`config.mk`:
```
export PLATFORM = sky130hd
export DESIGN_NAME = regfile_wr_arbiter
export DESIGN_NICKNAME = d
export VERILOG_FILES = /design/src/rtl/regfile_wr_arbiter_pkg.sv /design/src/rtl/regfile_wr_arbiter_rr_arb2.sv /design/src/rtl/regfile_wr_arbiter.sv
export SDC_FILE = /design/constraint.sdc
export NUM_CORES = 1
export LEC_CHECK = 0
export CAP_MARGIN = 20
export CORE_MARGIN = 8
export CORE_UTILIZATION = 43
export CTS_BUF_LIST = sky130_fd_sc_hd__clkbuf_2 sky130_fd_sc_hd__clkbuf_4 sky130_fd_sc_hd__clkbuf_8
export DETAILED_ROUTE_END_ITERATION = 10
export GPL_TIMING_DRIVEN = 0
export PLACE_DENSITY = 0.88
export SLEW_MARGIN = 30
export SYNTH_ARGS = -nofsm -noshare
export SYNTH_HDL_FRONTEND = slang
export SYNTH_SLANG_ARGS = --single-unit
```
`constraint.sdc`:
```
create_clock -name CLK -period 2.6 [get_ports CLK]
set_clock_uncertainty 0.2 [all_clocks]
set_input_delay 0.52 -clock CLK [delete_from_list [all_inputs] [get_ports CLK]]
set_output_delay 0.52 -clock CLK [all_outputs]
set_load 0.1 [all_outputs]
```
`src/rtl/regfile_wr_arbiter_pkg.sv`:
```
// Shared definitions for the register-file write-port arbiter.
//   state_e  : sequencer states (CLEAR sweep, RUN arbitration)
//   req_id_e : requester identity, used for the round-robin LAST pointer
package regfile_wr_arbiter_pkg;

  typedef enum logic {
    ST_CLEAR = 1'b0,
    ST_RUN   = 1'b1
  } state_e;

  typedef enum logic {
    REQ_A = 1'b0,
    REQ_B = 1'b1
  } req_id_e;

endpackage

```
`src/rtl/regfile_wr_arbiter_rr_arb2.sv`:
```
// Two-input round-robin grant with a LAST pointer.
//   CLK    : clock
//   RESET  : synchronous active-high reset; LAST returns to B so A wins the first tie
//   en     : grant enable; no grant and no LAST update while low
//   a_req  : requester A pending
//   b_req  : requester B pending
//   a_gnt  : combinational grant to A
//   b_gnt  : combinational grant to B
module rr_arb2
  import regfile_wr_arbiter_pkg::*;
(
  input  logic CLK,
  input  logic RESET,
  input  logic en,
  input  logic a_req,
  input  logic b_req,
  output logic a_gnt,
  output logic b_gnt
);

  req_id_e last;

  // On a tie the requester not named by LAST wins.
  always_comb begin
    a_gnt = 1'b0;
    b_gnt = 1'b0;
    if (en) begin
      if (a_req && (!b_req || last == REQ_B)) begin
        a_gnt = 1'b1;
      end else if (b_req) begin
        b_gnt = 1'b1;
      end
    end
  end

  always_ff @(posedge CLK) begin
    if (RESET) begin
      last <= REQ_B;
    end else if (a_gnt) begin
      last <= REQ_A;
    end else if (b_gnt) begin
      last <= REQ_B;
    end
  end

endmodule

```
`src/rtl/regfile_wr_arbiter.sv`:
```
// Owner of the register file write port. After reset or a CLR pulse it sweeps
// every register to CLRVAL, then shares the port round-robin between the ALU
// writeback (A) and the load writeback (B).
//   CLK, RESET           : clock, synchronous active-high reset
//   CLR                  : one-cycle pulse in RUN restarting the clear sweep
//   A_REQ/A_ADDR/A_DATA  : requester A write; A_GNT combinational accept
//   B_REQ/B_ADDR/B_DATA  : requester B write; B_GNT combinational accept
//   WE/WADDR/DIN         : registered register-file write port (one cycle after grant)
//   BUSY                 : high while the sequencer is in CLEAR
module regfile_wr_arbiter
  import regfile_wr_arbiter_pkg::*;
#(
  parameter int                DBITS  = 32,
  parameter int                ABITS  = 4,
  parameter int                WORDS  = 1 << ABITS,
  parameter logic [DBITS-1:0]  CLRVAL = '0
) (
  input  logic             CLK,
  input  logic             RESET,
  input  logic             CLR,
  input  logic             A_REQ,
  input  logic [ABITS-1:0] A_ADDR,
  input  logic [DBITS-1:0] A_DATA,
  output logic             A_GNT,
  input  logic             B_REQ,
  input  logic [ABITS-1:0] B_ADDR,
  input  logic [DBITS-1:0] B_DATA,
  output logic             B_GNT,
  output logic             WE,
  output logic [ABITS-1:0] WADDR,
  output logic [DBITS-1:0] DIN,
  output logic             BUSY
);

  localparam logic [ABITS:0] CNT_LAST = (ABITS+1)'(WORDS - 1);

  state_e         state;
  state_e         state_nxt;
  logic [ABITS:0] cnt;
  logic [ABITS:0] cnt_nxt;
  logic           arb_en;

  // A CLR pulse suppresses grants in the same cycle so no write is lost to the sweep.
  assign arb_en = (state == ST_RUN) && !CLR;
  assign BUSY   = (state == ST_CLEAR);

  rr_arb2 u_arb (
    .CLK   (CLK),
    .RESET (RESET),
    .en    (arb_en),
    .a_req (A_REQ),
    .b_req (B_REQ),
    .a_gnt (A_GNT),
    .b_gnt (B_GNT)
  );

  always_ff @(posedge CLK) begin
    if (RESET) begin
      state <= ST_CLEAR;
      cnt   <= '0;
    end else begin
      state <= state_nxt;
      cnt   <= cnt_nxt;
    end
  end

  // CLR is only honoured in RUN; a pulse during the sweep is ignored.
  always_comb begin
    state_nxt = state;
    cnt_nxt   = cnt;
    case (state)
      ST_CLEAR: begin
        cnt_nxt = cnt + 1'b1;
        if (cnt == CNT_LAST) begin
          state_nxt = ST_RUN;
        end
      end
      ST_RUN: begin
        if (CLR) begin
          state_nxt = ST_CLEAR;
          cnt_nxt   = '0;
        end
      end
      default: begin
        state_nxt = ST_CLEAR;
        cnt_nxt   = '0;
      end
    endcase
  end

  // Write port registers: grant in cycle N -> write presented in cycle N+1.
  // Without a grant WADDR/DIN keep their last values; only WE drops.
  always_ff @(posedge CLK) begin
    if (RESET) begin
      WE    <= 1'b0;
      WADDR <= '0;
      DIN   <= '0;
    end else if (state == ST_CLEAR) begin
      WE    <= 1'b1;
      WADDR <= cnt[ABITS-1:0];
      DIN   <= CLRVAL;
    end else if (A_GNT) begin
      WE    <= 1'b1;
      WADDR <= A_ADDR;
      DIN   <= A_DATA;
    end else if (B_GNT) begin
      WE    <= 1'b1;
      WADDR <= B_ADDR;
      DIN   <= B_DATA;
    end else begin
      WE    <= 1'b0;
    end
  end

endmodule

```
==> flow_metrics.tcl <==
set metrics [dict create \
    p_leak_nw 1.10 \
    ant_nets 0 \
    min_to "DIN[8]" \
    fin_crit_ns 2.52 \
    pwr-share-seq_pct 50.1 \
    synth-seq-cells 44 \
    nets 467 \
    synth-seq-area-share_pct 41.7 \
    multi_input_area_um2 1090 \
    cts_made_buffers 5 \
    cp-start-kind "flip-flop" \
    sw_frac_of_total_pct 21.8 \
    antenna_found_initial 0 \
    critPathKind "reg -> out" \
    synthTopCellsByCount "nand2_1 (69), dfxtp_1 (44), a31oi_1 (36)" \
    r2r_slack_ns 0.75 \
    cts_tree "yes" \
    async_flop_share_pct 0 \
    yosys_warnings 0 \
    netSwitchingPower_uw 299 \
    yosysTopAreaCell "dfxtp_1" \
    vias 2528 \
    synth_top_area_share_pct 41.7 \
    place.gp.congestion 0.827 \
    htree_levels 2 \
    grt-ovfl-total 0 \
    drv_slew 0 \
    grt_use_met1_pct 24.1 \
    wire_per_inst_um 17.1 \
    worstRegToRegCells 5 \
    synth.most_common_cell "nand2_1" \
    drtPass1Iterations 4 \
    fillCellCount 405 \
    grt_util_all_layers_pct 20.5 \
    drv_cap 0 \
    grt_pass1_wl_um 12400 \
    critical_path.startpoint "state" \
    cts_max_path_buffers 2 \
    synth_edf_count 0 \
    worstSetupEndpointType "output pin" \
    hpwlAfterDp_um 5700 \
    ir_drop_mv 0.458 \
    cts-root-buf "clkbuf_8" \
    drc_errors 0 \
    start_util_pct 44.7 \
    syn_inst 264 \
    rsz0062_at_grt "no" \
    cp_max_fo 10 \
    via_per_inst 5.57 \
    synthDistinctLibCells 32 \
    setup_viol 0 \
    num_rows 25 \
    stdcell_count 454 \
    tightest_slew_ns 1.00 \
    grt_util_met3_pct 6.02 \
    maxSlewHeadroom_pct 32.9 \
    critical_path_required_ns 1.88 \
    die-area_um2 7410 \
    clk_pin_slew_worst_paths_ns 0.08 \
    drive_gt1_share_pct 6.46 \
    avgSynthCellArea_um2 8.00 \
    r2r_end "DIN[22]" \
    min_period_over_period_pct 96.8 \
    synthTopCellsByArea "dfxtp_1 (42%), o41ai_1 (13%), nand2_1 (12%)" \
    core_area_um2 4720 \
    hold_buffers 0 \
    grt_util_met2_pct 35.5 \
    n_antenna_cell 0 \
    insertion_delay_ns 0.29 \
    whs_path_depth 2 \
    io_buffer_count 115 \
    die_w_um 86.1 \
    cts_sinks 44 \
    synth_area_um2 2110 \
    min-delay-start "DIN[8]" \
    place_inst 446 \
    final_util_pct 73.8 \
    synthFlopType "dfxtp_1" \
    powerDensity_nw_per_um2 393 \
    grt_pass1_vias 2496 \
    syn_nets 343 \
    clockPowerShare_pct 36.6 \
    regArea_um2 881 \
    drt_first_iter_violations 92 \
    gr-max-usage-layer "met2" \
    grt_max_degree 13 \
    num_io_pins 117 \
    hp-class "reg -> reg" \
    fmax_ghz 0.397 \
    hold_viol_final 0 \
    drt-total-wl_um 7780 \
    area_growth_pct 65.2 \
    status "finished clean" \
    r2r_start "state" \
    cp_data_arrival_time_ns 1.80 \
    dieHeight_um 86.1 \
    p_int_mw 1.07 \
    p_comb_share_pct 13.3 \
]
-- per-layer routing --
metal	routed length, µm	vias up
met4	57	0
li1	-	1228
met1	3340	1184
met3	570	10
met2	3810	106
met5	0	-
-- critical path: stages (launching register included) --
cell and delay [ns]:
dfxtp_1 0.35, buf_4 0.18, inv_1 0.12, clkdlybuf4s15_1 0.86
-- power by group through the flow --
stage          sequential, mW  combinational (mW)  clock [mW]
3_5_place_dp            0.703               0.181           0
2_1_floorplan           0.725              0.0274           0
3_3_place_gp            0.703               0.179           0
5_1_grt                 0.688               0.194       0.540
4_1_cts                 0.687               0.182       0.506
6_report                0.687               0.182       0.501
-- through the flow --
| step | TNS (ns) | hold WS [ns] | worst slack, ns | cell area [µm²] | power, mW |
|---|---|---|---|---|---|
| 2_1_floorplan | 0 | 0.271 | 0.0363 | 2110 | 0.752 |
| 3_3_place_gp | -2.28 | 0.256 | -1.18 | 3350 | 0.881 |
| 3_5_place_dp | -2.30 | 0.263 | -1.21 | 3350 | 0.883 |
| 4_1_cts | 0 | 0.275 | 0.00409 | 3480 | 1.37 |
| 5_1_grt | 0 | 0.283 | 0.0000462 | 3490 | 1.42 |
| 6_report | 0 | 0.270 | 0.0829 | 3490 | 1.37 |
-- cells by family (layout without fill, tap and decap cells) --
group	Yosys count	after routing	share of synthesized area, %
compound gates	86	86	29.9
fa+ha+maj	2	2	1.19
buf+inv	34	157	7.17
flops	44	44	41.7
simple gates	98	98	20.0
-- layout by cell type (no fill, tap or decap), types with 2 or more instances in the layout --
master / instances
nor2_1: 11
a21oi_1: 5
a31oi_1: 36
clkbuf_1: 18
nand2_1: 69
buf_6: 2
ha_1: 2
a41oi_1: 2
dfxtp_1: 44
o21ai_0: 2
clkbuf_8: 5
nand3_1: 4
o41ai_1: 32
buf_4: 4
inv_1: 5
buf_2: 7
nor2b_1: 4
clkdlybuf4s50_1: 111
o21bai_1: 2
-- area by class of cell --
cell class | instances | area share, %
plain buffers | 29 | 3.91
clock buffers | 5 | 1.97
clock inverters | 1 | 0.861
inverters | 5 | 0.538
multi-input cells | 186 | 31.2
flip-flops and latches | 44 | 25.3
well taps | 67 | 2.40
repair buffers | 117 | 33.8
-- worst max-delay path by stage --
stage	depth (start not counted)	to
CTS	5	B_GNT
global placement	5	B_GNT
finish	3	BUSY
global route	3	BUSY
floorplan	3	B_GNT
detailed placement	5	B_GNT
-- sequential cells by signal, indices dropped and copies added (netlist names) --
register,count
DIN,32
WADDR,4
WE,1
cnt,5
state,1
u_arb.last,1
-- repair_timing --
action / 4_1_cts / 5_1_grt
endpoints found under the setup margin: 3 / 3
gates resized for setup: 20 / 3
endpoints found under the hold margin: 0 / 0
buffers inserted: 2 / 0
Note: power is estimated with default switching activity, not from simulation.
